$ cat src/rtl/alu_req_arbiter.sv
// Two-requester round-robin front end for a combinational 32-bit ALU: grants one op,
// holds its control fields steady for SETTLE_CYCLES, samples the result and returns it.
module alu_req_arbiter #(
  parameter int SETTLE_CYCLES = 2
) (
  input  logic        clk,
  input  logic        rst_n,
  input  logic        req0_valid,
  input  logic [14:0] req0_op,
  output logic        req0_ready,
  input  logic        req1_valid,
  input  logic [14:0] req1_op,
  output logic        req1_ready,
  output logic [2:0]  alu_r1,
  output logic [3:0]  alu_r6,
  output logic [1:0]  alu_r2,
  output logic [1:0]  alu_r3,
  output logic [1:0]  alu_r4,
  output logic [1:0]  alu_r5,
  input  logic [31:0] alu_out,
  input  logic        alu_carry,
  output logic        rsp_valid,
  input  logic        rsp_ready,
  output logic [31:0] rsp_data,
  output logic        rsp_carry,
  output logic        rsp_id,
  output logic        busy,
  output logic [1:0]  dbg_state
);

  // Handshakes: a request transfers on a rising edge where reqN_valid && reqN_ready,
  // a response on a rising edge where rsp_valid && rsp_ready; valid never waits on ready.
  typedef enum logic [1:0] {
    IDLE = 2'd0,
    HOLD = 2'd1,
    RESP = 2'd2
  } state_t;

  state_t      state, state_nxt;
  logic [3:0]  cnt;
  logic        last_grant;
  logic        op_id;
  logic        grant0, grant1;
  logic        accept;
  logic        capture;
  logic [14:0] op_sel;

  always_comb begin
    state_nxt = state;
    grant0    = 1'b0;
    grant1    = 1'b0;
    case (state)
      IDLE: begin
        // Gated by rst_n so the readies read 0 for the whole reset window.
        if (rst_n) begin
          if (req0_valid && (!req1_valid || last_grant)) grant0 = 1'b1;
          else if (req1_valid)                           grant1 = 1'b1;
          if (req0_valid || req1_valid) state_nxt = HOLD;
        end
      end
      HOLD:    if (cnt <= 4'd1) state_nxt = RESP;
      RESP:    if (rsp_ready)   state_nxt = IDLE;
      default: state_nxt = IDLE;
    endcase
  end

  assign accept     = grant0 | grant1;
  assign capture    = (state == HOLD) && (cnt <= 4'd1);
  assign op_sel     = grant1 ? req1_op : req0_op;
  assign req0_ready = grant0;
  assign req1_ready = grant1;
  assign rsp_valid  = (state == RESP);
  assign busy       = (state != IDLE);
  assign dbg_state  = state;

  always_ff @(posedge clk or negedge rst_n) begin
    if (!rst_n) begin
      state      <= IDLE;
      cnt        <= 4'd0;
      last_grant <= 1'b1;
      op_id      <= 1'b0;
      alu_r1     <= 3'd0;
      alu_r6     <= 4'd0;
      alu_r2     <= 2'd0;
      alu_r3     <= 2'd0;
      alu_r4     <= 2'd0;
      alu_r5     <= 2'd0;
      rsp_data   <= 32'd0;
      rsp_carry  <= 1'b0;
      rsp_id     <= 1'b0;
    end else begin
      state <= state_nxt;
      if (accept) begin
        {alu_r1, alu_r6, alu_r2, alu_r3, alu_r4, alu_r5} <= op_sel;
        op_id      <= grant1;
        last_grant <= grant1;
        cnt        <= 4'(SETTLE_CYCLES);
      end else if (state == HOLD) begin
        cnt <= cnt - 4'd1;
      end
      // The ALU result is only looked at on the last settle cycle.
      if (capture) begin
        rsp_data  <= alu_out;
        rsp_carry <= alu_carry;
        rsp_id    <= op_id;
      end
    end
  end

endmodule

$ cat config.mk
export PLATFORM = sky130hd
export DESIGN_NAME = alu_req_arbiter
export DESIGN_NICKNAME = d
export VERILOG_FILES = /design/src/rtl/alu_req_arbiter.sv
export SDC_FILE = /design/constraint.sdc
export NUM_CORES = 1
export LEC_CHECK = 0
export ABC_AREA = 1
export BUFFER_PORTS_ARGS = -buffer_cell sky130_fd_sc_hd__buf_4
export CAP_MARGIN = 20
export CELL_PAD_IN_SITES_DETAIL_PLACEMENT = 0
export CELL_PAD_IN_SITES_GLOBAL_PLACEMENT = 1
export CORE_ASPECT_RATIO = 0.75
export CORE_UTILIZATION = 30
export CTS_CLUSTER_DIAMETER = 80
export DETAILED_ROUTE_END_ITERATION = 6
export PLACE_DENSITY_LB_ADDON = 0.1
export SLEW_MARGIN = 20
export SYNTH_ARGS = -nofsm -noshare
export SYNTH_HDL_FRONTEND = slang
export SYNTH_SLANG_ARGS = --single-unit
$ cat constraint.sdc
create_clock -name clk -period 1.6 [get_ports clk]
set_input_delay 0.24 -clock clk [delete_from_list [all_inputs] [get_ports clk]]
set_output_delay 0.24 -clock clk [all_outputs]
set_load 0.02 [all_outputs]
# == Word level (Yosys, flattened, before mapping) ==
# Index checks and enable logic that the tools add are counted.
# word_totals
ff_bits,57
input_bits,68
elab_cells,46
out_inout_bits,55
# op_classes
bitwise_logic,1
n_mux,15
magnitude_cmp,1
n_addsub,1
eq_ne,6
n_reduce_logical,9
# op_table
operator,n
2-to-1 mux 15 bit,1
2-to-1 mux 2 bit,4
2-to-1 mux 4 bit,2
2-to-1 mux 1 bit,7
!= test 2 bit (second input constant),3
case mux 2 bit (3 select lines),1
<= comparator 4 x 1 -> 1 bit (second input constant),1
AND reduction 4 bit,1
nonzero test 2 bit,2
subtractor 4 x 1 -> 4 bit (second input constant),1
== test 2 x 1 -> 1 bit (second input constant),1
== test 2 bit (second input constant),1
logical AND 1 bit,2
zero test 2 bit,1
logical OR 1 bit,2
!= test 2 x 1 -> 1 bit (second input constant),1
zero test 1 bit,1
OR 1 bit,1

# == Depth between registers and ports, before layout ==
# Gate-level depths: netlist of run 1.
# depth
ltp_word,8
depth_mapped,9

# == Least setup slack after synthesis of run 1 ==
# OpenSTA, ideal clock, no wires.
# synth_path
path_type,reg-to-output
from,"register state[1], in the netlist dbg_state[1]"
to,output port req1_ready
arrival_time_ns,1.302
setup_slack_ns,0.058
stages_incl_launch_ff,7
path_cell_list,dfrtp_1 -> inv_2 -> nand2_4 -> nor2_8 -> nand2_8 -> buf_2 -> inv_1
# synth_between
elab_chain_len,2
# synth_lines
element,line_no,rtl
"start, declared",39,"state_t state, state_nxt;"
"start signal, assigned",92,state <= state_nxt;
zero test 2 bit,52,case (state)
2-to-1 mux 1 bit,52,
"end, declared",13,"output logic req1_ready,"
# Every way passes these cells.

# == Worst setup path in the final report of run 1 ==
# layout_path
from,register last_grant
to,output port req0_ready
# layout_between
elab_chain_len,5
# layout_lines
element,line_no,rtl
"start, declared",41,logic last_grant;
"start signal, assigned",96,last_grant <= grant1;
logical OR 1 bit,56,if (req0_valid && (!req1_valid || last_grant)) grant0 = 1'b1;
logical AND 1 bit,56,
2-to-1 mux 1 bit,56,
2-to-1 mux 1 bit,55,if (rst_n) begin
2-to-1 mux 1 bit,52,
"end, declared",10,"output logic req0_ready,"
# Every way passes these cells.

==> results of run 1 <==
==> what timing repair did <==
| action | 4_1_cts | 5_1_grt |
|---|---|---|
| endpoints found under the hold margin | 1 | 0 |
| setup buffers | 2 | 7 |
| pin swaps | 1 | 2 |
| resized for setup | 3 | 6 |
| cloned | 0 | 0 |
| hold buffers | 1 | 0 |
| setup endpoints to repair | 2 | 3 |
==> worst max-delay path by stage <==
stage	startpoint	endpoint	depth (start not counted)
after floorplan	dbg_state[1]	req1_ready	6
after global placement	cnt[0]	rsp_data[20]	6
after detailed placement	cnt[0]	rsp_data[19]	6
after CTS	last_grant	req0_ready	7
after global routing	last_grant	req0_ready	7
final	last_grant	req0_ready	7
==> synthesized netlist by cell type, drive strengths merged <==
cell type,instances
nand2,76
inv,73
dfrtp,56
nand3,49
o21ai,38
buf,10
nor2,8
clkbuf,5
ha,2
a21oi,1
a31oi,1
dfstp,1
nand4,1
o31ai,1
or2,1
xor2,1
==> through the flow <==
stage	cell area (um^2)	instances
floorplan	2760	324
global placement	3820	551
detailed placement	3820	551
CTS	4120	570
global route	4200	577
finish	4200	577
==> worst max-delay path: cells and delay by family (launching register included) <==
| kind | cells | cell delay (ns) |
|---|---|---|
| buffers and inverters | 4 | 0.27 |
| and+or+nand+nor | 3 | 0.22 |
| DFF | 1 | 0.52 |
==> sequential cells by signal, summed over array words and instances (netlist names) <==
signal	count
rsp_carry	1
rsp_id	1
rsp_data	32
cnt	4
dbg_state	2
last_grant	1
alu_r6	4
alu_r4	2
alu_r2	2
alu_r3	2
op_id	1
alu_r5	2
alu_r1	3
==> power by group through the flow <==
stage	clock, mW	sequential [mW]	combinational [mW]
floorplan	0	3.35	1.52
global placement	0	2.61	3.84
detailed placement	0	2.62	3.86
CTS	1.76	2.61	3.89
global route	1.83	2.69	4.35
finish	1.71	2.59	3.94
==> cell type report <==
cell class / instances / area (um^2) / share of cell area (%)
clock buffers: 11 / 243 / 5.78
clock inverters: 5 / 31.3 / 0.745
inverters: 73 / 277 / 6.59
multi-input cells: 179 / 970 / 23.1
flip-flops and latches: 57 / 1430 / 34.0
well taps: 108 / 135 / 3.22
repair buffers: 144 / 1110 / 26.5
==> logic make-up (layout without fill, tap and decap cells) <==
| kind of cell | after synthesis | after routing | synth area share, % |
|---|---|---|---|
| adder cells (fa/ha/maj) | 2 | 2 | 0.905 |
| XOR/XNOR | 1 | 1 | 0.317 |
| buffers and inverters | 88 | 233 | 14.0 |
| flip-flops | 57 | 57 | 51.7 |
| AND/OR/NAND/NOR | 135 | 135 | 24.9 |
| AO/OA/AOI/OAI | 41 | 41 | 8.24 |
==> per-layer routing <==
metal	track usage (%)	part of all wire [%]	vias to the layer above
li1	-	-	1265
met1	20.1	49	1056
met2	22.4	43	86
met3	5.50	7.3	8
met4	4.00	1.1	0
met5	0	0	-
==> impl_results.rst, run 1 <==
.. list-table::
   :header-rows: 1

   * - Metric
     - Value
   * - CTS sink cnt
     - 57
   * - Die extent in y
     - 85.1 um
   * - H-tree levels
     - 3
   * - Unrepaired setup endpoints after global routing
     - true
   * - Leakage
     - 2.41 nW
   * - Worst endpoint required time
     - 1.36 ns
   * - Total power of the final layout
     - 8.24 mW
   * - Die Area
     - 9610 um^2
   * - Starting density of the core
     - 31.7%
   * - Wire length per cell after detailed routing
     - 11.6 um
   * - Min cycle time layout
     - 1.57 ns
   * - Clk_skew
     - 0.00771 ns
   * - Horizontal die dimension
     - 113 um
   * - All-Layer GR Usage
     - 14.9%
   * - Min-Delay Endpoint
     - dbg_state[1]
   * - Net count, final
     - 534
   * - Hold Violations, Final
     - 0
   * - Core outline area
     - 8710 um^2
   * - Distinct cells, synth
     - 32
   * - Synthesis-to-layout area growth
     - 51.8%
   * - Routed vias/inst
     - 4.19
   * - Hold Path Cell Cnt
     - 2
   * - Number of pins exceeding their max-slew limit in the final report
     - 0
   * - Residual DRC
     - 0
   * - Combined area of all synthesized cells
     - 2760 um^2
   * - Maximum buffer depth of the clock tree
     - 2
   * - Sw Ratio
     - 39.7%
   * - Worst min-delay path class
     - in2reg
   * - Arrival time worst endpoint
     - 1.33 ns
   * - Reg-to-reg critical path startpoint
     - cnt[0]
   * - Clock tree from TritonCTS
     - built
   * - Share of layout cells above drive strength 1
     - 40.3%
   * - Number of iterations in the first detailed-routing pass
     - 4
   * - Syn Area/Cell
     - 8.53 um^2
   * - Crit path cell chain
     - inv_2 > nand2_2 > nand2_4 > inv_2 > nand2_4 > inv_4 > buf_6
   * - Global-route wire length before repair
     - 11.2 mm
   * - Synthesized Nets
     - 394
   * - Register-to-register setup slack
     - 0.15 ns
   * - Row count
     - 29
   * - Setup slack after layout
     - 0.0342 ns
   * - Critical Path Max Stage Delay
     - 0.52 ns
   * - Peak VDD IR
     - 612 uV
   * - Yosys top cell area share
     - 50.7%
   * - Number of inserted filler cells in the final layout
     - 880
   * - Fraction of power consumed by sequential logic
     - 31.5%
   * - Maximum net fanout on the critical path
     - 4
   * - Antenna fix cells
     - 0
   * - Most frequent cells in the layout
     - sky130_fd_sc_hd__buf_4 (140), sky130_fd_sc_hd__nand2_1 (70), sky130_fd_sc_hd__inv_1 (68)
   * - Initial antenna violation count
     - 0
   * - TritonCTS buffer count
     - 9
   * - Proportion of power drawn by combinational gates
     - 47.8%
   * - Fin crit share
     - 97.9%
   * - Clock edge transition at the registers on the reported setup and hold paths
     - 0.05 ns
   * - Worst-case headroom to the max-slew limit
     - 52.4%
   * - CTS root buffer
     - sky130_fd_sc_hd__clkbuf_16
   * - Post-route worst hold slack
     - 0.0944 ns
   * - Kind of launch point of the worst setup path
     - flop
   * - Internal power of the cells
     - 4.97 mW
   * - Final antenna-violating net count
     - 0
   * - Post-detail-place hpwl
     - 4.73 mm
   * - Maximum frequency from static timing analysis
     - 639 MHz
   * - Total via count after detailed routing
     - 2415
   * - Number of max-cap violations
     - 0
   * - Most area-hungry cell type in the Yosys netlist
     - sky130_fd_sc_hd__dfrtp_1
   * - Power per Cell Area
     - 1960 nW/um^2
   * - Top cells by area, synth
     - sky130_fd_sc_hd__dfrtp_1 (51%), sky130_fd_sc_hd__nand2_1 (9.6%), sky130_fd_sc_hd__inv_1 (9.4%)
   * - Commonest non-fill, non-tap cell in the layout
     - sky130_fd_sc_hd__buf_4
   * - Total negative slack for setup checks
     - 0 ns
   * - Critical Setup Path Class
     - reg2out
   * - I/O pin total
     - 123
   * - Number of buffer cells added on primary ports
     - 122
   * - Capture instance of the worst register-to-register path
     - rsp_data[19]
   * - Worst path slowest cell
     - sky130_fd_sc_hd__dfstp_2
   * - Total global routing overflow
     - 0
   * - CP endpoint kind
     - output port
   * - Fraction of the yosys area taken by sequential cells
     - 51.7%
   * - R2R depth
     - 6
   * - Outcome
     - completed
   * - Final weighted congestion of routability-driven global placement
     - 0.680
   * - Net load switching power
     - 3.27 mW
   * - Worst-Skew Late Latency
     - 0.32 ns
   * - Post-detailed-routing wire length
     - 6.67 mm
   * - Vias in the first global route
     - 2395
   * - Maximum number of pins on one net before global-route repair
     - 57
   * - Drt first-iter violations
     - 130
   * - Layout Utilization
     - 48.2%
   * - Measured slew at the worst slew-check pin
     - 0.714 ns
   * - Worst setup slack before clock tree synthesis
     - 0.138 ns
   * - Number of warning messages in the yosys log
     - 0
   * - Source of the worst hold timing path
     - rsp_ready
   * - Gate Count Post-Synth
     - 324
   * - Clock share of power
     - 20.8%
   * - Finish-stage setup viols
     - 0
   * - Count of state elements after synthesis
     - 57
(Power assumes the default switching activity.)
==> run 2: changes to the inputs <==
Settings changed: CORE_UTILIZATION 30 to 33, SLEW_MARGIN 20 to 30.
==> impl_results.rst, run 2 (synthesis results as in run 1) <==
.. list-table::
   :header-rows: 1

   * - Metric
     - Value
   * - Outcome
     - completed
   * - Clk_skew
     - 0.0131 ns (+0.00538 ns)
   * - Peak VDD IR
     - 714 uV (+17%)
   * - Total via count after detailed routing
     - 2474 (+2.4%)
   * - Reg-to-reg critical path startpoint
     - cnt[0]
   * - Die extent in y
     - 81.3 um (-4.5%)
   * - Routed vias/inst
     - 4.31 (+3.0%)
   * - Number of iterations in the first detailed-routing pass
     - 4 (unchanged)
   * - Fin crit share
     - 97.1% (-0.80 points)
   * - Finish-stage setup viols
     - 0 (unchanged)
   * - Most frequent cells in the layout
     - sky130_fd_sc_hd__buf_4 (139), sky130_fd_sc_hd__nand2_1 (70), sky130_fd_sc_hd__inv_1 (68)
   * - Net load switching power
     - 3.26 mW (-0.49%)
   * - CTS root buffer
     - sky130_fd_sc_hd__clkbuf_8
   * - Die Area
     - 8750 um^2 (-8.9%)
   * - Critical Setup Path Class
     - reg2out
   * - Hold Violations, Final
     - 0 (unchanged)
   * - Vias in the first global route
     - 2238 (-6.6%)
   * - Post-detailed-routing wire length
     - 6.99 mm (+4.8%)
   * - Clock tree from TritonCTS
     - built
   * - Measured slew at the worst slew-check pin
     - 0.536 ns (-0.178 ns)
   * - Arrival time worst endpoint
     - 1.31 ns (-0.02 ns)
   * - Drt first-iter violations
     - 104 (-20%)
   * - Proportion of power drawn by combinational gates
     - 50.1% (+2.3 points)
   * - Number of max-cap violations
     - 0 (unchanged)
   * - Maximum number of pins on one net before global-route repair
     - 57 (unchanged)
   * - Register-to-register setup slack
     - 0.13 ns (-0.02 ns)
   * - Antenna fix cells
     - 0 (unchanged)
   * - H-tree levels
     - 3 (unchanged)
   * - Total global routing overflow
     - 0 (unchanged)
   * - Number of buffer cells added on primary ports
     - 122 (unchanged)
   * - Worst setup path startpoint
     - last_grant
   * - Post-detail-place hpwl
     - 4.66 mm (-1.5%)
   * - Largest register by flop count
     - rsp_data
   * - Sw Ratio
     - 40.5% (+0.79 points)
   * - Number of flip-flops under the largest register name
     - 32 (unchanged)
   * - Residual DRC
     - 0 (unchanged)
   * - CTS sink cnt
     - 57 (unchanged)
   * - Fraction of power consumed by sequential logic
     - 32.1% (+0.6 points)
   * - Worst-case headroom to the max-slew limit
     - 64.3% (+12 points)
   * - Capture instance of the worst register-to-register path
     - rsp_data[24]
   * - Final antenna-violating net count
     - 0 (unchanged)
   * - Maximum frequency from static timing analysis
     - 644 MHz (+0.83%)
   * - Horizontal die dimension
     - 108 um (-4.6%)
   * - Global-route wire length before repair
     - 10.9 mm (-2.4%)
   * - Maximum net fanout on the critical path
     - 3 (-1)
   * - Share of layout cells above drive strength 1
     - 40.1% (-0.21 points)
   * - R2R depth
     - 7 (+1)
   * - Wire length per cell after detailed routing
     - 12.2 um (+5.3%)
   * - Synthesis-to-layout area growth
     - 50.5%
   * - Combined area of the multi-input logic cells
     - 978 um^2 (+0.90%)
   * - CP endpoint kind
     - output port
   * - Maximum buffer depth of the clock tree
     - 2 (unchanged)
   * - Instance count after placement with tap cells included
     - 548 (-0.54%)
   * - Regs by FF count
     - rsp_data x32, alu_r6 x4, cnt x4
   * - Number of pins exceeding their max-slew limit in the final report
     - 0 (unchanged)
   * - I/O pin total
     - 123 (unchanged)
   * - TritonCTS buffer count
     - 9 (unchanged)
   * - Net count, final
     - 535 (+0.19%)
   * - Internal power of the cells
     - 4.78 mW (-3.7%)
   * - All-Layer GR Usage
     - 16.4% (+1.5 points)
   * - Final weighted congestion of routability-driven global placement
     - 0.714 (+5.0%)
   * - Post-route worst hold slack
     - 0.00941 ns (-0.0850 ns)
   * - Worst endpoint required time
     - 1.36 ns (about the same)
   * - Worst min-delay path class
     - in2async
   * - Clock share of power
     - 17.8% (-3.0 points)
   * - Commonest non-fill, non-tap cell in the layout
     - sky130_fd_sc_hd__buf_4
   * - Sequential cell area
     - 1430 um^2 (about the same)
   * - Leakage
     - 2.41 nW (-0.11%)
   * - Last element of the critical path
     - req0_ready
   * - Number of inserted filler cells in the final layout
     - 805 (-8.5%)
   * - Row count
     - 28 (-3.4%)
   * - Worst-Skew Late Latency
     - 0.33 ns (about the same)
   * - Power per Cell Area
     - 1930 nW/um^2 (-1.6%)
   * - Starting density of the core
     - 34.6% (+2.9 points)
   * - Unrepaired setup endpoints after global routing
     - true
   * - Core outline area
     - 7990 um^2 (-8.3%)
   * - Min cycle time layout
     - 1.55 ns (-0.0128 ns)
   * - Initial antenna violation count
     - 0 (unchanged)
   * - Kind of launch point of the worst setup path
     - flop
   * - Clock edge transition at the registers on the reported setup and hold paths
     - 0.07 ns (+0.02 ns)
   * - Non-filler instance count after layout
     - 574 (-0.52%)
==> run 2: cell type report <==
type,count,share of cell area (%)
Sequential cell,57,34.3
Timing Repair Buffer,144,27.2
Multi-Input combinational cell,180,23.5
Inverter,73,6.71
Clock buffer,13,4.30
Tap cell,105,3.16
Clock inverter,2,0.842
==> run 2: worst min-delay path by stage <==
| stage | end | slack [ns] | depth (start not counted) |
|---|---|---|---|
| final | op_id | 0.009 | 2 |
| after CTS | cnt[2] | 0.02 | 2 |
| after global routing | dbg_state[1] | 0.05 | 2 |
| after floorplan | alu_r1[0] | -0.06 | 0 |
| after detailed placement | alu_r1[1] | 0.23 | 2 |
| after global placement | alu_r1[1] | 0.23 | 2 |
==> run 2: critical path, cell delays in order (launching register included) <==
cell                      delay [ns]
sky130_fd_sc_hd__dfstp_2        0.53
sky130_fd_sc_hd__inv_2          0.04
sky130_fd_sc_hd__nand2_2        0.06
sky130_fd_sc_hd__nand2_4        0.08
sky130_fd_sc_hd__inv_4          0.06
sky130_fd_sc_hd__nand2_4        0.06
sky130_fd_sc_hd__inv_4          0.06
sky130_fd_sc_hd__buf_6          0.11
==> run 2: power groups by stage <==
| stage | registers [mW] | logic [mW] | clock network [mW] |
|---|---|---|---|
| after floorplan | 3.35 | 1.52 | 0 |
| after global placement | 2.61 | 3.79 | 0 |
| after detailed placement | 2.61 | 3.85 | 0 |
| after CTS | 2.57 | 4.02 | 1.48 |
| after global routing | 2.66 | 4.41 | 1.55 |
| final | 2.58 | 4.03 | 1.43 |
==> run 2: repair_timing <==
action	4_1_cts	5_1_grt
gates resized for setup	7	1
gates cloned	1	1
pin swaps	4	2
hold endpoints to repair	15	0
hold buffers	1	0
setup buffers	7	1
endpoints found under the setup margin	2	17
==> run 2: metrics by stage <==
stage	setup slack, ns	utilization [%]	instance area (um^2)	setup TNS (ns)	total power [mW]
2_1_floorplan	0.0576	-	2760	0	4.87
3_3_place_gp	0.158	47.7	3810	0	6.40
3_5_place_dp	0.115	47.7	3810	0	6.46
4_1_cts	0.0137	51.6	4130	0	8.07
5_1_grt	-0.0267	52.1	4160	-0.0267	8.62
6_report	0.0471	52.1	4160	0	8.04
==> run 2: routing by layer <==
layer	track usage, %	wire (um)	vias to the layer above	share of wire, %
met5	0	0	-	0
met4	3.15	0	0	0
met3	5.78	456	0	6.5
met2	23.7	3050	86	44
met1	23.4	3480	1118	50
li1	-	-	1270	-
==> run 3: changes to the inputs <==
Settings changed: CORE_UTILIZATION 33 to 36.
Clock period 1.6 ns to 2 ns, I/O delays scaled along.
==> impl_results.rst, run 3 (synthesis results as in run 1) <==
.. list-table::
   :header-rows: 1

   * - Metric
     - Value
   * - Outcome
     - completed
   * - Leakage
     - 2.30 nW (-4.6%)
   * - Fraction of power consumed by sequential logic
     - 34.4% (+2.3 points)
   * - Largest register by flop count
     - rsp_data
   * - Initial antenna violation count
     - 0 (unchanged)
   * - Number of flip-flops under the largest register name
     - 32 (unchanged)
   * - Final weighted congestion of routability-driven global placement
     - 0.737 (+3.3%)
   * - Number of iterations in the first detailed-routing pass
     - 4 (unchanged)
   * - Maximum frequency from static timing analysis
     - 544 MHz
   * - Critical Setup Path Class
     - reg2out
   * - R2R depth
     - 7 (unchanged)
   * - Final antenna-violating net count
     - 0 (unchanged)
   * - Wire length per cell after detailed routing
     - 11.2 um (-8.1%)
   * - Net load switching power
     - 2.50 mW (-23%)
   * - CTS sink cnt
     - 57 (unchanged)
   * - Regs by FF count
     - rsp_data x32, alu_r6 x4, cnt x4
   * - Synthesis-to-layout area growth
     - 43.0%
   * - Sw Ratio
     - 41.4% (+0.88 points)
   * - Core outline area
     - 7400 um^2 (-7.4%)
   * - Stages on the worst setup path
     - 7 (unchanged)
   * - Clk_skew
     - 0.00588 ns (-0.00721 ns)
   * - Clock edge transition at the registers on the reported setup and hold paths
     - 0.07 ns (about the same)
   * - Horizontal die dimension
     - 103 um (-4.2%)
   * - Worst path slowest cell
     - sky130_fd_sc_hd__dfstp_2
   * - Register-to-register setup slack
     - 0.34 ns (+0.21 ns)
   * - Post-detail-place hpwl
     - 4.41 mm (-5.2%)
   * - Layout Utilization
     - 53.4% (+1.3 points)
   * - Starting density of the core
     - 37.4% (+2.8 points)
   * - Worst min-delay path class
     - in2async
   * - Post-CTS Setup Repair Bufs
     - 0 (-7)
   * - CP endpoint kind
     - output port
   * - Residual DRC
     - 0 (unchanged)
   * - Total via count after detailed routing
     - 2381 (-3.8%)
   * - Number of buffer cells added on primary ports
     - 122 (unchanged)
   * - Row count
     - 27 (-3.6%)
   * - Vias in the first global route
     - 2109 (-5.8%)
   * - Worst-case headroom to the max-slew limit
     - 54.7% (-9.5 points)
   * - Drt first-iter violations
     - 52 (-50%)
   * - Maximum buffer depth of the clock tree
     - 2 (unchanged)
   * - Instance count after placement with tap cells included
     - 539 (-1.6%)
   * - Cell area reported after detailed placement
     - 3760 um^2 (-1.4%)
   * - Worst endpoint required time
     - 1.70 ns (+0.34 ns)
   * - Clock tree from TritonCTS
     - built
   * - Finish-stage setup viols
     - 0 (unchanged)
   * - H-tree levels
     - 3 (unchanged)
   * - Clock share of power
     - 16.2% (-1.6 points)
   * - Last element of the critical path
     - req0_ready
   * - Internal power of the cells
     - 3.53 mW (-26%)
   * - Worst-Skew Late Latency
     - 0.33 ns (about the same)
   * - Maximum net fanout on the critical path
     - 9 (+6)
   * - Maximum number of pins on one net before global-route repair
     - 43 (-25%)
   * - Kind of launch point of the worst setup path
     - flop
   * - Hold Violations, Final
     - 0 (unchanged)
   * - Min cycle time layout
     - 1.84 ns
   * - Total global routing overflow
     - 0 (unchanged)
   * - Global-route wire length before repair
     - 10.4 mm (-4.6%)
   * - Commonest non-fill, non-tap cell in the layout
     - sky130_fd_sc_hd__buf_4
   * - Number of buffers and inverters on the critical path
     - 4 (unchanged)
   * - TritonCTS buffer count
     - 9 (unchanged)
   * - Total power of the final layout
     - 6.03 mW (-25%)
   * - Fin crit share
     - 91.9%
   * - Share of layout cells above drive strength 1
     - 37.6% (-2.5 points)
   * - Number of pins exceeding their max-slew limit in the final report
     - 0 (unchanged)
   * - Arrival time worst endpoint
     - 1.54 ns (+0.23 ns)
   * - Post-detailed-routing wire length
     - 6.22 mm (-11%)
   * - Reg-to-reg critical path startpoint
     - cnt[0]
   * - Number of max-cap violations
     - 0 (unchanged)
   * - Cell class contributing the biggest share of worst-path delay
     - flip-flops
   * - All-Layer GR Usage
     - 17.0% (+0.66 points)
   * - Unrepaired setup endpoints after global routing
     - false
   * - Critical Path Max Stage Delay
     - 0.53 ns (about the same)
   * - Most frequent cells in the layout
     - sky130_fd_sc_hd__buf_4 (128), sky130_fd_sc_hd__nand2_1 (71), sky130_fd_sc_hd__inv_1 (69)
   * - Total negative slack for setup checks
     - 0 ns (unchanged)
   * - Total non-filler cell area in the finished layout
     - 3950 um^2 (-5.0%)
   * - Non-filler instance count after layout
     - 556 (-3.1%)
   * - Antenna fix cells
     - 0 (unchanged)
   * - Net count, final
     - 520 (-2.8%)
   * - Routed vias/inst
     - 4.28 (-0.64%)
   * - CTS root buffer
     - sky130_fd_sc_hd__clkbuf_8
   * - Worst setup path startpoint
     - last_grant
   * - Power per Cell Area
     - 1530 nW/um^2 (-21%)
   * - Die extent in y
     - 77.9 um (-4.2%)
   * - Capture instance of the worst register-to-register path
     - rsp_data[20]
   * - Crit path cell chain
     - inv_2 > nand2_1 > nand2_2 > inv_1 > nand2_2 > inv_2 > buf_4
   * - Die Area
     - 8040 um^2 (-8.2%)
   * - Proportion of power drawn by combinational gates
     - 49.3% (-0.8 points)
   * - Measured slew at the worst slew-check pin
     - 0.677 ns (+0.141 ns)
   * - Peak VDD IR
     - 703 uV (-1.6%)
   * - I/O pin total
     - 123 (unchanged)
   * - Post_cts resized
     - 0 (-7)
==> run 3: power by group through the flow <==
stage / Sequential (mW) / Clock (mW) / Combinational, mW
2_1_floorplan: 2.68 / 0 / 1.21
3_3_place_gp: 2.08 / 0 / 2.98
3_5_place_dp: 2.09 / 0 / 3.02
4_1_cts: 2.08 / 1.02 / 3.03
5_1_grt: 2.15 / 1.07 / 3.31
6_report: 2.08 / 0.980 / 2.98
==> run 3: final cells by class <==
type / instances / area [um^2]
clock buffer: 13 / 169
clock inverter: 3 / 15.0
timing repair buffer: 130 / 991
fill: 731 / 3450
sequential: 57 / 1430
multi-input combinational: 179 / 950
tap: 101 / 126
inverter: 73 / 274
==> run 3: metrics by stage <==
stage	setup slack [ns]	hold WS (ns)
2_1_floorplan	0.398	0.00441
3_3_place_gp	0.374	0.178
3_5_place_dp	0.327	0.182
4_1_cts	0.127	0.105
5_1_grt	0.0334	0.122
6_report	0.163	0.0962
==> run 3: worst min path at each step <==
stage	to	slack, ns
after detailed placement	alu_r6[1]	0.18
final	rsp_data[11]	0.1
after CTS	rsp_data[10]	0.11
after global routing	dbg_state[1]	0.12
after global placement	alu_r6[1]	0.18
after floorplan	alu_r1[0]	0.004
==> run 3: repair_timing <==
| item | 4_1_cts | 5_1_grt |
|---|---|---|
| setup endpoints to repair | 0 | 0 |
| hold endpoints to repair | 15 | 0 |
| hold buffers | 1 | 0 |
==> run 3: per-layer routing <==
metal  vias to the layer above  global-route usage, %  routed length (um)
met5                         -                      0                   0
met4                         0                   5.07                  58
met3                         6                   7.03                 462
met2                        71                   24.3                2700
met1                      1060                   23.3                3000
li1                       1244                      -                   -
